`src/rtl/reg_file_seq.sv`:
```
// Debug save/restore sequencer for the 3-port MIPS register file.
// DUMP streams FIRST_REG..LAST_REG out over valid/ready; LOAD writes incoming words back in order.
module reg_file_seq #(
  parameter int ADDR_W    = 5,
  parameter int DATA_W    = 32,
  parameter int FIRST_REG = 0,
  parameter int LAST_REG  = 31
) (
  input  logic              clk,
  input  logic              reset,
  input  logic              start,
  input  logic              mode,
  input  logic              abort,
  output logic              busy,
  output logic              done,
  output logic [ADDR_W-1:0] A1,
  input  logic [DATA_W-1:0] RD1,
  output logic [ADDR_W-1:0] A3,
  output logic [DATA_W-1:0] WD3,
  output logic              WE3,
  output logic [DATA_W-1:0] out_data,
  output logic [ADDR_W-1:0] out_addr,
  output logic              out_valid,
  input  logic              out_ready,
  input  logic [DATA_W-1:0] in_data,
  input  logic              in_valid,
  output logic              in_ready
);

  typedef enum logic [2:0] {
    S_IDLE,
    S_RD,
    S_SEND,
    S_LOAD,
    S_FIN
  } state_t;

  localparam logic [ADDR_W-1:0] L_FIRST = ADDR_W'(FIRST_REG);
  localparam logic [ADDR_W-1:0] L_LAST  = ADDR_W'(LAST_REG);

  state_t              r_state;
  logic [ADDR_W-1:0]   r_addr;
  logic [DATA_W-1:0]   r_out_data;
  logic [ADDR_W-1:0]   r_out_addr;

  logic w_active;
  logic w_last;
  logic w_send;
  logic w_load;

  assign w_active = (r_state != S_IDLE);
  assign w_last   = (r_addr == L_LAST);
  assign w_send   = (r_state == S_SEND);
  assign w_load   = (r_state == S_LOAD);

  always_ff @(posedge clk or negedge reset) begin
    if (!reset) begin
      r_state    <= S_IDLE;
      r_addr     <= L_FIRST;
      r_out_data <= '0;
      r_out_addr <= '0;
    end else if (w_active && abort) begin
      // abort outranks any handshake presented in the same cycle
      r_state <= S_IDLE;
      r_addr  <= L_FIRST;
    end else begin
      case (r_state)
        S_IDLE: begin
          if (start) begin
            r_state <= mode ? S_LOAD : S_RD;
            r_addr  <= L_FIRST;
          end
        end
        S_RD: begin
          r_out_data <= RD1;
          r_out_addr <= r_addr;
          r_state    <= S_SEND;
        end
        S_SEND: begin
          if (out_ready) begin
            if (w_last) begin
              r_state <= S_FIN;
            end else begin
              r_addr  <= r_addr + 1'b1;
              r_state <= S_RD;
            end
          end
        end
        S_LOAD: begin
          if (in_valid) begin
            if (w_last) r_state <= S_FIN;
            else        r_addr  <= r_addr + 1'b1;
          end
        end
        S_FIN: begin
          r_state <= S_IDLE;
          r_addr  <= L_FIRST;
        end
        default: begin
          r_state <= S_IDLE;
          r_addr  <= L_FIRST;
        end
      endcase
    end
  end

  assign busy      = w_active;
  assign done      = (r_state == S_FIN);
  assign A1        = w_active ? r_addr : '0;
  assign A3        = w_active ? r_addr : '0;
  assign in_ready  = w_load;
  assign WD3       = w_load ? in_data : '0;
  // write fires on the handshake edge itself, so the word is never written twice
  assign WE3       = w_load & in_valid & ~abort;
  assign out_valid = w_send & ~abort;
  assign out_data  = r_out_data;
  assign out_addr  = r_out_addr;

endmodule

```
`config.mk`:
```
export PLATFORM = sky130hd
export DESIGN_NAME = reg_file_seq
export DESIGN_NICKNAME = d
export VERILOG_FILES = /design/src/rtl/reg_file_seq.sv
export SDC_FILE = /design/constraint.sdc
export NUM_CORES = 1
export LEC_CHECK = 0
export CELL_PAD_IN_SITES_DETAIL_PLACEMENT = 0
export CELL_PAD_IN_SITES_GLOBAL_PLACEMENT = 1
export CORE_MARGIN = 2
export CORE_UTILIZATION = 26
export DETAILED_ROUTE_END_ITERATION = 7
export GPL_TIMING_DRIVEN = 0
export PLACE_DENSITY_LB_ADDON = 0.1
export SLEW_MARGIN = 20
export SYNTH_ARGS = -nofsm -noshare
export SYNTH_HDL_FRONTEND = slang
export SYNTH_SLANG_ARGS = --single-unit
export TNS_END_PERCENT = 1
```
`constraint.sdc`:
```
create_clock -name clk -period 2.75 [get_ports clk]
set_clock_uncertainty 0.2 [all_clocks]
set_input_delay 0.825 -clock clk [delete_from_list [all_inputs] [get_ports clk]]
set_output_delay 0.825 -clock clk [all_outputs]
set_load 0.02 [all_outputs]
```
==> results.sh <==
export IMPL_status="complete, but fails checks"
export IMPL_violations="setup timing"
export IMPL_ys_seq_area_share_pct=50.14
export IMPL_worstSetupStartpointType="input port"
export IMPL_grt_max_degree=24
export IMPL_syn_nets=256
export IMPL_worst_ep_required_time_ps=1730
export IMPL_p_leak_nw=1.788
export IMPL_htreeDepth=2
export IMPL_rsz0062_at_grt="true"
export IMPL_setup_worst_path_end_class="primary output"
export IMPL_syn_area_um2=2246
export IMPL_wl_per_cell_um=14.64
export IMPL_setup_violations_final=1
export IMPL_period_minus_slack_ps=2753
export IMPL_fillCellCount=815
export IMPL_wirelength_um=6633
export IMPL_multi_input_area_um2=1008
export IMPL_ys_seq_elements=45
export IMPL_postSynth_asyncResetShare_pct=100.0
export IMPL_viasPerCell=4.318
export IMPL_final_nets=421
export IMPL_drive_gt1_share_pct=33.05
export IMPL_path_class="in2out"
export IMPL_die_area_um2=9397
export IMPL_synth_common_cells="dfrtp_1 (45), mux2_2 (38), and2_1 (32)"
export IMPL_vias=1956
export IMPL_path_clk_slew_ps=90
export IMPL_drv_slew=0
export IMPL_fp_dieW_um=96.94
export IMPL_drt_pass1_iterations=4
export IMPL_hpwl_um=5092
export IMPL_hold_viol=0
export IMPL_grt_ovfl_total=0
export IMPL_ys_types=34
export IMPL_grt_pass1_vias=2096
export IMPL_arrival_ps=1730
export IMPL_avgSynthCellArea_um2=12.34
export IMPL_coreArea_um2=8299
export IMPL_fin_tns_setup_ps=-3.318
export IMPL_hold_ws_ps=300.2
export IMPL_synth_edf_count=0
export IMPL_num_io_pins=155
export IMPL_p_total_mw=3.688
export IMPL_p_per_area_nw_per_um2=922.2
export IMPL_drc=0
export IMPL_place_congestion=0.8263
export IMPL_rows=33
export IMPL_numCtsBuffers=5
export IMPL_synth_area_top_cells="dfrtp_1 (50%), mux2_2 (19%), and2_1 (8.9%)"
export IMPL_cts_tree="done"
export IMPL_port_buffers=154
export IMPL_min_path_type="reg2reg"
export IMPL_synthMostInstantiatedCell="dfrtp_1"
export IMPL_fin_ws_ps=-3.318
export IMPL_antenna_cells=0
export IMPL_clk_latency_ps=290
export IMPL_regArea_um2=1127
export IMPL_fin_cells=453
export IMPL_synth_warnings=0
export IMPL_tightestPinTransition_ps=612.0
export IMPL_antenna_found_initial=0
export IMPL_grt_usage_pct=14.41
export IMPL_drtAntennaViolNets=0
export IMPL_drtIter0Drc=40
export IMPL_start_util_pct=27.06
export IMPL_yosysTopAreaCellShare_pct=50.14
export IMPL_cts_sinks=45
export IMPL_ys_flop_type="dfrtp_1"
export IMPL_placed_cells=442
export IMPL_drv_cap=0
export IMPL_cts_buffer_depth=2
export IMPL_slew_limit_headroom_pct=59.07
export IMPL_dpl_cell_area_um2=3934
export IMPL_die_h_um=96.94
export IMPL_stdcell_area_um2=3999
export IMPL_synthCells=182
export IMPL_yosysTopAreaCell="dfrtp_1"
export IMPL_pre_cts_ws_ps=-797.2
export IMPL_finalCritPeriodShare_pct=100.1
export IMPL_areaGrowthSynthToFinish_pct=78.05
export IMPL_final_util_pct=48.18
export IMPL_vdd_ir_drop_max_mv=0.4289
export IMPL_worst_path_max_fanout=6
export IMPL_grt_pass1_wl_um=11050
export IMPL_fmax_mhz=363.2
export IMPL_cts_root_buffer="clkbuf_8"
==> worst max-delay path, stage by stage <==
cell      delay [ps]
clkbuf_2         120
or3_1            390
buf_6            150
nor2_1            90
buf_4            150
==> cell type report <==
class                   instances  area share, %
repair buffers                158          36.92
flip-flops and latches         45          28.19
multi-input cells             119          25.22
plain buffers                  15          3.786
well taps                     105          3.285
clock buffers                   5          1.721
clock inverters                 3         0.5319
inverters                       3         0.3442
==> path summary, 6_finish.rpt <==
| kind | from | endpoint | slack [ps] | depth (start not counted) |
|---|---|---|---|---|
| worst max-delay path | abort | out_valid | -3 | 5 |
| worst min-delay path | out_data[7] | out_data[7] | 300 | 1 |
| worst max register to register | r_addr[0] | r_addr[2] | 620 | 6 |
| worst min register to register | out_data[7] | out_data[7] | 300 | 1 |
| max in group asynchronous | reset | r_addr[3] | 1510 | 2 |
| min in group asynchronous | reset | out_data[16] | 310 | 1 |
==> cells by family after synthesis <==
kind of cell	synth area share, %
flops	50.14
compound gates	5.348
buf+inv	5.794
simple gates	17.49
mux	19.55
fa+ha+maj	1.671
==> cells in the final DEF, fill, tap and decap left out, types with 2 or more instances in the layout <==
master	instances
a211o_2	2
a22o_1	2
buf_6	7
inv_1	2
dlygate4sd2_1	9
mux2_2	38
and2_1	32
ha_1	3
nor3_1	2
buf_4	14
dfrtp_1	44
and3_1	4
clkdlybuf4s15_2	15
a21oi_1	3
buf_2	16
nand2b_1	2
nor4_1	2
clkbuf_8	7
nor3_4	3
nand3_1	2
nor2_1	2
nand2_1	4
clkbuf_2	4
clkdlybuf4s50_1	104
nor2b_1	5
==> registers in the layout, summed over array words and instances, names as in the netlist <==
name / flops
out_addr: 5
out_data: 32
r_addr: 5
r_state: 3
==> timing repair <==
item,CTS,global route
resized for setup,141,16
cloned,0,0
setup buffers,2,1
endpoints found under the setup margin,47,40
hold buffers,0,0
pin swaps,1,2
==> layer usage <==
| layer | vias to the layer above | share of wire, % | global-route usage, % |
|---|---|---|---|
| li1 | 954 | - | - |
| met1 | 918 | 45 | 19.04 |
| met2 | 79 | 47 | 23.18 |
| met3 | 5 | 6.9 | 4.480 |
| met4 | 0 | 0.66 | 3.250 |
| met5 | - | 0 | 0 |
==> power by group <==
group	total (mW)	leakage [nW]	switching, mW	internal, mW
Clock	0.425	0.0445	0.244	0.181
Combinational	2.19	1.19	1.04	1.15
Sequential	1.08	0.554	0.140	0.937
Total	3.69	1.79	1.42	2.26
Power figures use the tool's default switching activity.
